`src/rtl/roi_moments.sv`:
```
// Streaming region-of-interest moments: per-frame active-pixel count, coordinate sums and bounding box.
// Define ROI_MOMENTS_SECOND_ORDER_EN to add the m20/m02/m11 second-order moment outputs.
module roi_moments #(
    parameter int DATA_W  = 8,
    parameter int COORD_W = 12,
    parameter int ACC_W   = 32,
    parameter int ACC2_W  = 48
) (
    input  logic               clk,
    input  logic               arstn,
    input  logic [DATA_W-1:0]  s_tdata,
    input  logic               s_tvalid,
    output logic               s_tready,
    input  logic               s_tuser,
    input  logic               s_tlast,
    input  logic [DATA_W-1:0]  thr,
    output logic [ACC_W-1:0]   m00,
    output logic [ACC_W-1:0]   m10,
    output logic [ACC_W-1:0]   m01,
    output logic [COORD_W-1:0] x_min,
    output logic [COORD_W-1:0] x_max,
    output logic [COORD_W-1:0] y_min,
    output logic [COORD_W-1:0] y_max,
`ifdef ROI_MOMENTS_SECOND_ORDER_EN
    output logic [ACC2_W-1:0]  m20,
    output logic [ACC2_W-1:0]  m02,
    output logic [ACC2_W-1:0]  m11,
`endif
    output logic               res_valid,
    input  logic               res_ready,
    output logic               res_overrun
);

    typedef enum logic {IDLE, ACTIVE} state_t;

    state_t               state;
    logic [COORD_W-1:0]   x_cnt, y_cnt;
    logic                 line_end;
    logic [COORD_W-1:0]   cur_x, cur_y;
    logic                 pix_on, take_beat, frame_done;

    logic [ACC_W-1:0]     acc00, acc10, acc01;
    logic [COORD_W-1:0]   acc_xmin, acc_xmax, acc_ymin, acc_ymax;
    logic [ACC_W-1:0]     base00, base10, base01;
    logic [COORD_W-1:0]   base_xmin, base_xmax, base_ymin, base_ymax;
    logic [ACC_W-1:0]     nxt00, nxt10, nxt01;
    logic [COORD_W-1:0]   nxt_xmin, nxt_xmax, nxt_ymin, nxt_ymax;

    assign s_tready   = 1'b1;
    assign pix_on     = s_tdata > thr;
    assign take_beat  = s_tvalid & ((state == ACTIVE) | s_tuser);
    assign frame_done = s_tvalid & s_tuser & (state == ACTIVE);

    // Coordinate of the beat being accepted, derived from the previous beat's position.
    always_comb begin
        cur_x = x_cnt + COORD_W'(1);
        cur_y = y_cnt;
        if (s_tuser) begin
            cur_x = '0;
            cur_y = '0;
        end else if (line_end) begin
            cur_x = '0;
            cur_y = y_cnt + COORD_W'(1);
        end
    end

    // A start-of-frame beat restarts the accumulation from this pixel alone.
    always_comb begin
        base00    = s_tuser ? '0 : acc00;
        base10    = s_tuser ? '0 : acc10;
        base01    = s_tuser ? '0 : acc01;
        base_xmin = s_tuser ? '1 : acc_xmin;
        base_xmax = s_tuser ? '0 : acc_xmax;
        base_ymin = s_tuser ? '1 : acc_ymin;
        base_ymax = s_tuser ? '0 : acc_ymax;

        nxt00    = base00 + ACC_W'(pix_on);
        nxt10    = base10 + (pix_on ? ACC_W'(cur_x) : '0);
        nxt01    = base01 + (pix_on ? ACC_W'(cur_y) : '0);
        nxt_xmin = (pix_on && cur_x < base_xmin) ? cur_x : base_xmin;
        nxt_xmax = (pix_on && cur_x > base_xmax) ? cur_x : base_xmax;
        nxt_ymin = (pix_on && cur_y < base_ymin) ? cur_y : base_ymin;
        nxt_ymax = (pix_on && cur_y > base_ymax) ? cur_y : base_ymax;
    end

    always_ff @(posedge clk or negedge arstn) begin
        if (!arstn) begin
            state    <= IDLE;
            x_cnt    <= '0;
            y_cnt    <= '0;
            line_end <= 1'b0;
            acc00    <= '0;
            acc10    <= '0;
            acc01    <= '0;
            acc_xmin <= '0;
            acc_xmax <= '0;
            acc_ymin <= '0;
            acc_ymax <= '0;
        end else if (take_beat) begin
            state    <= ACTIVE;
            x_cnt    <= cur_x;
            y_cnt    <= cur_y;
            line_end <= s_tlast;
            acc00    <= nxt00;
            acc10    <= nxt10;
            acc01    <= nxt01;
            acc_xmin <= nxt_xmin;
            acc_xmax <= nxt_xmax;
            acc_ymin <= nxt_ymin;
            acc_ymax <= nxt_ymax;
        end
    end

    // Result registers: a completing frame always wins, even over an unread result.
    always_ff @(posedge clk or negedge arstn) begin
        if (!arstn) begin
            m00         <= '0;
            m10         <= '0;
            m01         <= '0;
            x_min       <= '0;
            x_max       <= '0;
            y_min       <= '0;
            y_max       <= '0;
            res_valid   <= 1'b0;
            res_overrun <= 1'b0;
        end else if (frame_done) begin
            m00       <= acc00;
            m10       <= acc10;
            m01       <= acc01;
            x_min     <= acc_xmin;
            x_max     <= acc_xmax;
            y_min     <= acc_ymin;
            y_max     <= acc_ymax;
            res_valid <= 1'b1;
            if (res_valid && !res_ready)
                res_overrun <= 1'b1;
        end else if (res_valid && res_ready) begin
            res_valid <= 1'b0;
        end
    end

`ifdef ROI_MOMENTS_SECOND_ORDER_EN
    logic [2*COORD_W-1:0] cx_w, cy_w, p_xx, p_yy, p_xy;
    logic [ACC2_W-1:0]    acc20, acc02, acc11;

    assign cx_w = {{COORD_W{1'b0}}, cur_x};
    assign cy_w = {{COORD_W{1'b0}}, cur_y};
    assign p_xx = cx_w * cx_w;
    assign p_yy = cy_w * cy_w;
    assign p_xy = cx_w * cy_w;

    always_ff @(posedge clk or negedge arstn) begin
        if (!arstn) begin
            acc20 <= '0;
            acc02 <= '0;
            acc11 <= '0;
            m20   <= '0;
            m02   <= '0;
            m11   <= '0;
        end else begin
            if (take_beat) begin
                acc20 <= (s_tuser ? '0 : acc20) + (pix_on ? ACC2_W'(p_xx) : '0);
                acc02 <= (s_tuser ? '0 : acc02) + (pix_on ? ACC2_W'(p_yy) : '0);
                acc11 <= (s_tuser ? '0 : acc11) + (pix_on ? ACC2_W'(p_xy) : '0);
            end
            if (frame_done) begin
                m20 <= acc20;
                m02 <= acc02;
                m11 <= acc11;
            end
        end
    end
`endif

endmodule

```
`config.mk`:
```
export PLATFORM = sky130hd
export DESIGN_NAME = roi_moments
export DESIGN_NICKNAME = d
export VERILOG_FILES = /design/src/rtl/roi_moments.sv
export SDC_FILE = /design/constraint.sdc
export NUM_CORES = 1
export LEC_CHECK = 0
export ABC_AREA = 1
export BUFFER_PORTS_ARGS = -buffer_cell sky130_fd_sc_hd__clkbuf_2
export CORE_UTILIZATION = 45
export DETAILED_ROUTE_END_ITERATION = 16
export PLACE_DENSITY_LB_ADDON = 0.12
export SETUP_SLACK_MARGIN = 0.2
export SYNTH_ARGS = -nofsm -noshare
export SYNTH_HDL_FRONTEND = slang
export SYNTH_SLANG_ARGS = --single-unit
```
`constraint.sdc`:
```
create_clock -name clk -period 5.76 [get_ports clk]
set_input_delay 1.152 -clock clk [delete_from_list [all_inputs] [get_ports clk]]
set_output_delay 1.152 -clock clk [all_outputs]
set_load 0.05 [all_outputs]
```
==> results.py, run 1 <==
metrics = {
    "sta": {
        "fin_setup_tns_ns": 0,
        "maxSlewViolCount": 0,
        "slew_headroom_pct": 41.1,
        "worst_pin_slew_ns": 0.883,
        "period_share_pct": 71.9,
        "fmax_mhz": 242,
        "holdWs_ns": 0.469,
        "clock_skew_ns": 0.0217,
        "setup_ws_ns": 1.62,
        "period_needed_ns": 4.14,
        "hold_viol": 0,
        "rsz0062_at_grt": "no",
        "final-setup-viol-count": 0,
    },
    "route": {
        "initialDrtViolationCount": 987,
        "firstDrtPassIters": 5,
        "post_drt_wl_per_cell_um": 15.3,
        "num_vias": 15473,
        "via_per_inst": 5.04,
        "post-route-drc-count": 0,
        "ant_nets": 0,
        "routed_wl_mm": 47.0,
    },
    "pwr": {
        "p_int_mw": 4.17,
        "p_switching_mw": 2.03,
        "fin_total_pwr_mw": 6.21,
        "vdd_ir_drop_max_mv": 0.204,
        "p_leak_nw": 10.5,
        "p_per_area_nw_per_um2": 307,
        "power_frac_seq_pct": 41.5,
        "p_comb_share_pct": 19.9,
        "switching_share_pct": 32.8,
        "clockPowerShare_pct": 38.6,
    },
    "clock_network": {
        "cts_max_path_buffers": 3,
        "cts-resized-gates": 0,
        "cts_hold_buf": 0,
        "cts_tree": "done",
        "cts-root-buf": "clkbuf_16",
        "path_clk_slew_ns": 0.05,
        "htreeDepth": 2,
        "clock_sinks": 316,
        "cts_setup_buffers": 0,
        "clkLatencyLatePin_ns": 0.56,
        "numCtsBuffers": 37,
    },
    "floorplanning": {
        "core_um2": 38700,
        "die_h_um": 201,
        "start_util_pct": 45.8,
        "die_w_um": 201,
        "dieArea_um2": 40200,
        "ios": 169,
        "num_rows": 72,
    },
    "layout": {
        "drive_gt1_share_pct": 11.1,
        "postLayoutCellArea_um2": 20200,
        "fin_cells": 3071,
        "nets": 2633,
        "post-route-util_pct": 52.2,
        "area_growth_pct": 14.0,
        "diodes": 0,
        "fillers": 3852,
    },
    "global_route": {
        "grt-ovfl-total": 0,
        "grt_pass1_wl_mm": 78.4,
        "grt_max_degree": 120,
        "grt_pass1_vias": 14955,
        "grt_antenna_before_repair": 0,
        "grt.total_usage_pct": 24.0,
    },
    "logic_synthesis": {
        "ys_types": 41,
        "synth-seq-area-share_pct": 44.6,
        "yosysWarnings": 0,
        "synth_area_leaders": "dfrtp_1 (45%), nand2_1 (17%), ha_1 (5.8%)",
        "synthFlopType": "dfrtp_1",
        "synth_edf_count": 0,
        "yosysMostFrequentCell": "nand2_1",
        "yosys_register_bits": 316,
        "synth_area_um2": 17700,
        "synth_common_cells": "nand2_1 (815), dfrtp_1 (316), nor2_1 (255)",
        "syn_inst": 2394,
        "synthArstFlopShare_pct": 100,
        "avgSynthCellArea_um2": 7.41,
        "syn_nets": 2500,
        "yosysTopAreaCell": "dfrtp_1",
        "netlist.area_leader.share_pct": 44.6,
    },
    "placed_design": {
        "dpl_cell_area_um2": 19000,
        "portBuffers": 167,
        "placedCellCount": 3006,
        "pre_cts_ws_ns": 1.11,
        "dpl.hpwl_mm": 33.6,
        "gp_congestion": 0.894,
    },
    "min_path": {
        "hp-class": "register to register",
        "worstHoldPathCells": 2,
    },
    "critical_path": {
        "cp_max_fo": 42,
        "critPathTopFamily": "simple AND/OR/NAND/NOR gates",
        "cp.depth": 16,
        "cp.arrival_ns": 4.58,
        "crit_top_cell": "inv_1",
        "r2r_cells": 15,
        "worstSetupEndpointType": "register",
        "cp_slowest_cell": "nor2_1",
        "cp_slowest_stage_delay_ns": 0.67,
        "critPathKind": "primary input to register",
        "crit_chain": "buf_4 > nor2_1 > inv_1 > nor3_1 > inv_1 > nor2_1 > ha_1 > nand2_1 > nand3_1 > o21ai_0 > inv_1 > nand3_1 > nand2_1 > nand3_2 > xor2_1 > inv_1",
        "required_ns": 6.20,
        "worstSetupStartpointType": "primary input",
        "cp.buffers_inverters": 5,
    },
    "job": {
        "maxCapViolations": 0,
    },
    "status": {
        "status": "completed",
    },
}
## area by class of cell
cell class | instances | area, µm² | area share, %
Clock buffer | 56 | 1120 | 5.53
Clock inverter | 9 | 124 | 0.612
Inverter | 254 | 960 | 4.74
Multi-Input combinational cell | 1730 | 8430 | 41.7
Sequential cell | 316 | 7910 | 39.1
Tap cell | 518 | 648 | 3.20
Timing Repair Buffer | 188 | 1040 | 5.16
## sequential cells by signal, summed over array words and instances (netlist names), 12 cells and up
register	flops
acc00	32
y_min	12
acc_ymin	12
acc10	32
x_cnt	12
acc01	32
acc_ymax	12
m01	32
x_min	12
y_cnt	12
x_max	12
y_max	12
acc_xmax	12
acc_xmin	12
m00	32
m10	32
## worst reg2reg max path: cells and delay by family, from the launching register on
kind,cells,cell delay (ns)
AOI/OAI and AO/OA,1,0.13
buffers and inverters,4,0.57
and+or+nand+nor,8,1.91
DFF,1,0.47
xor gates and xnor gates,1,0.16
adders and majority gates,1,0.30
## power by group through the flow
stage | clock (mW) | combinational [mW] | sequential [mW]
global placement | 0 | 1.23 | 2.61
detailed placement | 0 | 1.25 | 2.62
global route | 2.55 | 1.38 | 2.60
CTS | 2.46 | 1.25 | 2.58
finish | 2.40 | 1.23 | 2.58
floorplan | 0 | 0.590 | 2.92
## worst paths after layout
kind                       startpoint        end  slack, ns
max in group asynchronous       arstn    m01[16]       3.97
min in group asynchronous       arstn   x_min[6]       0.63
min reg2reg                 y_min[11]  y_min[11]       0.47
min                         y_min[11]  y_min[11]       0.47
max                           s_tuser  acc10[22]       1.62
max reg2reg                  line_end  acc10[22]       2.10
## metal layers
| layer | vias to the layer above | GRT usage [%] | share of wire, % | routed length, µm |
|---|---|---|---|---|
| li1 | 7807 | - | - | - |
| met1 | 7298 | 34.5 | 49 | 23100 |
| met4 | 0 | 6.95 | 2.1 | 995 |
| met5 | - | 0 | 0 | 0 |
| met3 | 62 | 3.18 | 4.0 | 1900 |
| met2 | 306 | 37.6 | 45 | 21100 |
## logic make-up (layout without fill, tap and decap cells)
| family | count (synthesis) | in the layout | share of synthesized area, % |
|---|---|---|---|
| simple gates | 1339 | 1339 | 31.1 |
| buf+inv | 348 | 507 | 8.01 |
| flops | 316 | 316 | 44.6 |
| compound gates | 241 | 241 | 7.08 |
| fa+ha+maj | 84 | 84 | 6.01 |
| xor+xnor | 65 | 65 | 3.21 |
| other cells | 1 | 1 | 0.0211 |
## cell usage in the layout (no fill, tap or decap), types with 47 or more instances in the layout
cell / instances
ha_1: 82
dfrtp_1: 316
nand2_1: 814
xor2_1: 47
clkbuf_2: 165
inv_1: 250
nand3_1: 164
nor2_1: 255
a21oi_1: 54
o21ai_0: 158
Power figures use the tool's default switching activity.
==> inputs of run 2 (changes only) <==
clock period = 3.79 ns   (was 5.76 ns; I/O delays follow)
==> run 2 against run 1 <==
  * Sequential power is 52% higher
  * Non-clock buffer count is 17 higher
  * Sequential cell count is the same
  * Critical path depth increased by 1
  * Cell count rose by 0.59%
  * Setup slack lost 1.2 ns
  * Register-to-register slack got worse by 1.6 ns
  * Highest routed layer unchanged
==> results.py, run 2 (synthesis gave the netlist of run 1 again) <==
metrics = {
    "route": {
        "post_drt_wl_per_cell_um": 15.3,
        "ant_nets": 0,
        "post-route-drc-count": 0,
        "routed_wl_mm": 47.2,
        "initialDrtViolationCount": 912,
        "firstDrtPassIters": 5,
        "via_per_inst": 5.02,
        "num_vias": 15507,
    },
    "sta": {
        "slew_headroom_pct": 38.0,
        "setup_ws_ns": 0.462,
        "fin_setup_tns_ns": 0,
        "rsz0062_at_grt": "no",
        "hold_viol": 0,
        "period_needed_ns": 3.33,
        "clock_skew_ns": 0.0236,
        "maxSlewViolCount": 0,
        "period_share_pct": 87.8,
        "worst_pin_slew_ns": 0.930,
        "fmax_mhz": 300,
        "final-setup-viol-count": 0,
    },
    "placed_design": {
        "dpl.hpwl_mm": 33.9,
        "dpl_cell_area_um2": 19200,
        "placedCellCount": 3023,
        "pre_cts_ws_ns": 0.0517,
        "portBuffers": 167,
        "gp_congestion": 0.881,
    },
    "pwr": {
        "fin_total_pwr_mw": 9.53,
        "vdd_ir_drop_max_mv": 0.347,
        "p_leak_nw": 10.6,
        "p_per_area_nw_per_um2": 466,
    },
    "global_route": {
        "grt_antenna_before_repair": 0,
        "use_met2_pct": 38.4,
        "grt_max_degree": 143,
        "grt_busiest_layer": "met2",
        "grt.met1_usage_pct": 33.9,
        "grt.total_usage_pct": 24.0,
        "grt_pass1_wl_mm": 78.2,
        "grt_pass1_vias": 15051,
        "grt.met3_usage_pct": 3.90,
        "grt-ovfl-total": 0,
    },
    "critical_path": {
        "r2r-start": "line_end",
        "r2r_cells": 17,
        "cp_max_fo": 8,
        "worstSetupEndpointType": "register",
        "cp.arrival_ns": 3.76,
        "reg2reg_setup_slack_ns": 0.46,
        "required_ns": 4.23,
        "worstSetupStartpointType": "register",
        "critPathKind": "register to register",
        "reg2reg_to": "acc01[22]",
    },
    "clock_network": {
        "numCtsBuffers": 37,
        "cts_max_path_buffers": 3,
        "htreeDepth": 2,
        "cts_tree": "done",
        "clkLatencyLatePin_ns": 0.56,
        "cts-root-buf": "clkbuf_16",
        "clock_sinks": 316,
        "path_clk_slew_ns": 0.06,
        "cts_setup_buffers": 0,
    },
    "layout": {
        "postLayoutCellArea_um2": 20400,
        "mostFrequentLayoutCell": "nand2_1",
        "drive_gt1_share_pct": 11.9,
        "diodes": 0,
        "fin_cells": 3089,
        "nets": 2650,
        "area_growth_pct": 15.1,
        "layout_common_cells": "nand2_1 (812), dfrtp_1 (316), nor2_1 (253)",
    },
    "min_path": {
        "hp-class": "primary input to async pin",
    },
    "floorplanning": {
        "start_util_pct": 45.8,
        "core_um2": 38700,
        "die_w_um": 201,
        "dieArea_um2": 40200,
        "die_h_um": 201,
        "num_rows": 72,
        "ios": 169,
    },
    "job": {
        "maxCapViolations": 0,
    },
    "status": {
        "status": "completed",
    },
}
run 2: cell types whose count changed in the layout (fill, tap and decap cells not counted), moves of 2 or more:
cell / change
nor2_2: +2
nand2_1: -2
nor2_1: -2
bufinv_16: +2
nand3_1: -2
nand3_2: +2
clkinv_2: +2
clkbuf_8: -6
buf_4: +14
buf_12: +3
nand2_2: +2
run 2: where the power goes:
part | switching (mW) | internal, mW
clock | 1.45 | 2.24
sequential | 0.232 | 3.69
combinational | 1.41 | 0.505
total | 3.09 | 6.43
run 2: per-stage QoR:
step                      utilization [%]  hold slack (ns)
after floorplan                         -            0.449
after CTS                            52.7            0.273
after detailed placement             49.5            0.458
after global routing                 52.7            0.298
after global placement               49.5            0.453
final                                52.7            0.233
run 2: worst max-delay path, cell delays in order (launching register included):
cell	delay (ns)
dfrtp_1	0.50
inv_1	0.15
nor2_2	0.22
inv_1	0.06
nor2_1	0.17
nand2_1	0.07
nand2_1	0.06
nand3_1	0.26
nor2_1	0.25
ha_1	0.34
a21o_1	0.23
a21oi_1	0.11
nand2_1	0.09
nand2_1	0.10
nand2_1	0.17
nand3_1	0.19
xor2_1	0.16
inv_1	0.06
run 2: per-layer routing:
layer / vias up / routed length [µm]
li1: 7844 / -
met1: 7284 / 22600
met2: 322 / 21500
met3: 57 / 2160
met4: 0 / 883
met5: - / 0
run 2: repair_timing:
item	CTS	global route
hold buffers	0	0
gates resized for setup	0	7
setup endpoints to repair	0	43
run 2: how the worst max path moves through the flow:
stage / cells after the start / to / from
after CTS: 18 / acc_ymax[7] / y_cnt[0]
after floorplan: 20 / acc01[22] / thr[7]
after global placement: 20 / acc01[22] / thr[7]
final: 17 / acc01[22] / line_end
after global routing: 17 / acc01[22] / line_end
after detailed placement: 20 / acc01[22] / thr[7]
run 2: cell type report:
cell class	count	area, µm²
Tap cell	518	648
Clock inverter	14	183
Fill cell	3836	18300
Multi-Input combinational cell	1730	8450
Inverter	254	960
Sequential cell	316	7910
Clock buffer	52	1060
Timing Repair Buffer	205	1210
==> inputs of run 3 (changes only) <==
REMOVE_ABC_BUFFERS = 1   (was unset)
==> run 3 against run 2 <==
  * Global-route usage down 0.93 points
  * Die area unchanged
  * Total power down 3.2%
  * First-iteration DRC count up 2.5%
  * Count of clock-buffer cells in the layout up 3
  * Clock power down 7.9%
  * Combinational power about the same
==> results.py, run 3 (synthesis gave the netlist of run 1 again) <==
metrics = {
    "critical_path": {
        "reg2reg_setup_slack_ns": 0.57,
        "worstSetupEndpointType": "register",
        "critPathKind": "register to register",
        "cp_max_fo": 12,
        "required_ns": 4.23,
        "cp.arrival_ns": 3.65,
        "worstSetupStartpointType": "register",
    },
    "pwr": {
        "p_leak_nw": 10.6,
        "p_per_area_nw_per_um2": 453,
        "power_frac_seq_pct": 42.5,
        "clockPowerShare_pct": 36.9,
        "p_int_mw": 6.18,
        "vdd_ir_drop_max_mv": 0.256,
        "fin_total_pwr_mw": 9.23,
        "p_switching_mw": 3.04,
        "switching_share_pct": 33.0,
        "p_comb_share_pct": 20.6,
    },
    "route": {
        "routed_wl_mm": 45.4,
        "via_per_inst": 5.03,
        "num_vias": 15540,
        "post-route-drc-count": 0,
        "initialDrtViolationCount": 935,
        "ant_nets": 0,
        "firstDrtPassIters": 5,
        "post_drt_wl_per_cell_um": 14.7,
    },
    "sta": {
        "setup_ws_ns": 0.575,
        "hold_viol": 0,
        "period_share_pct": 84.8,
        "fmax_mhz": 311,
        "slew_headroom_pct": 43.4,
        "rsz0062_at_grt": "no",
        "final-setup-viol-count": 0,
        "clock_skew_ns": 0.0230,
        "fin_setup_tns_ns": 0,
        "worst_pin_slew_ns": 0.849,
        "holdWs_ns": 0.206,
        "period_needed_ns": 3.22,
        "maxSlewViolCount": 0,
    },
    "layout": {
        "diodes": 0,
        "drive_gt1_share_pct": 11.7,
        "layout_common_cells": "nand2_1 (813), dfrtp_1 (316), nor2_1 (254)",
        "area_growth_pct": 14.7,
        "mostFrequentLayoutCell": "nand2_1",
        "nets": 2655,
    },
    "clock_network": {
        "cts_hold_buf": 0,
        "clock_sinks": 316,
        "cts-resized-gates": 0,
        "cts_setup_buffers": 0,
        "cts_tree": "done",
        "cts_max_path_buffers": 3,
        "path_clk_slew_ns": 0.06,
        "clkLatencyLatePin_ns": 0.57,
        "cts-root-buf": "clkbuf_16",
        "numCtsBuffers": 36,
        "htreeDepth": 2,
    },
    "global_route": {
        "grt_max_degree": 134,
        "grt_antenna_before_repair": 0,
        "grt_pass1_wl_mm": 76.2,
        "grt.total_usage_pct": 23.0,
        "grt-ovfl-total": 0,
        "grt_pass1_vias": 15132,
    },
    "status": {
        "status": "completed",
    },
    "placed_design": {
        "pre_cts_ws_ns": 0.0981,
        "dpl.hpwl_mm": 32.0,
        "gp_congestion": 0.920,
        "portBuffers": 167,
    },
    "floorplanning": {
        "start_util_pct": 45.8,
        "ios": 169,
        "die_w_um": 201,
        "core_um2": 38700,
        "dieArea_um2": 40200,
        "die_h_um": 201,
        "num_rows": 72,
    },
    "min_path": {
        "hp-class": "primary input to async pin",
    },
    "job": {
        "maxCapViolations": 0,
    },
}
run 3: power groups by stage:
stage	clock network, mW	registers (mW)	logic [mW]
floorplan	0	4.44	0.829
global placement	0	3.98	1.88
detailed placement	0	3.98	1.91
CTS	3.49	3.93	1.92
global route	3.62	3.96	2.12
finish	3.40	3.92	1.90
run 3: area by class of cell:
type                       instances  area, µm²
fill                            3865      18400
multi-input combinational       1730       8440
sequential                       316       7910
timing repair buffer             211       1280
clock buffer                      55       1060
inverter                         254        960
tap                              518        648
clock inverter                     7       67.6
run 3: path summary, 6_finish.rpt:
check,depth (start not counted),endpoint,start
setup / recovery,22,acc_xmax[11],x_cnt[0]
min in group clk,4,res_valid,res_ready
max in group asynchronous,2,m01[30],arstn
setup reg to reg,22,acc_xmax[11],x_cnt[0]
hold / removal,1,x_max[4],arstn
hold reg to reg,2,x_max[11],x_max[11]
run 3: metrics by stage:
stage          instances  util (%)  area (µm²)
2_1_floorplan       2300         -       17300
4_1_cts             3091      52.6       20400
3_5_place_dp        3029      49.6       19200
6_report            3091      52.6       20400
5_1_grt             3091      52.6       20400
3_3_place_gp        3029      49.6       19200
run 3: critical path, stage by stage (launching register included):
cell	delay (ns)
dfrtp_1	0.39
ha_1	0.18
nand2_1	0.08
nor2_1	0.19
inv_1	0.08
nor2_1	0.14
inv_1	0.07
o21ai_0	0.14
nand3_1	0.25
inv_1	0.20
ha_1	0.24
nand2_1	0.08
nor2_1	0.05
nand2_1	0.08
inv_1	0.07
nand3_1	0.09
inv_1	0.05
nor2_1	0.24
nand2_2	0.23
nand2_1	0.11
nand2_1	0.05
nand2_1	0.05
nand2_1	0.05
run 3: routing by layer:
layer  global-route usage [%]  vias up  share of wire (%)
met2                     38.2      344                 47
met5                        0        -                  0
met3                     3.00       73                4.2
met1                     31.2     7286                 47
li1                         -     7837                  -
met4                     7.63        0                2.3
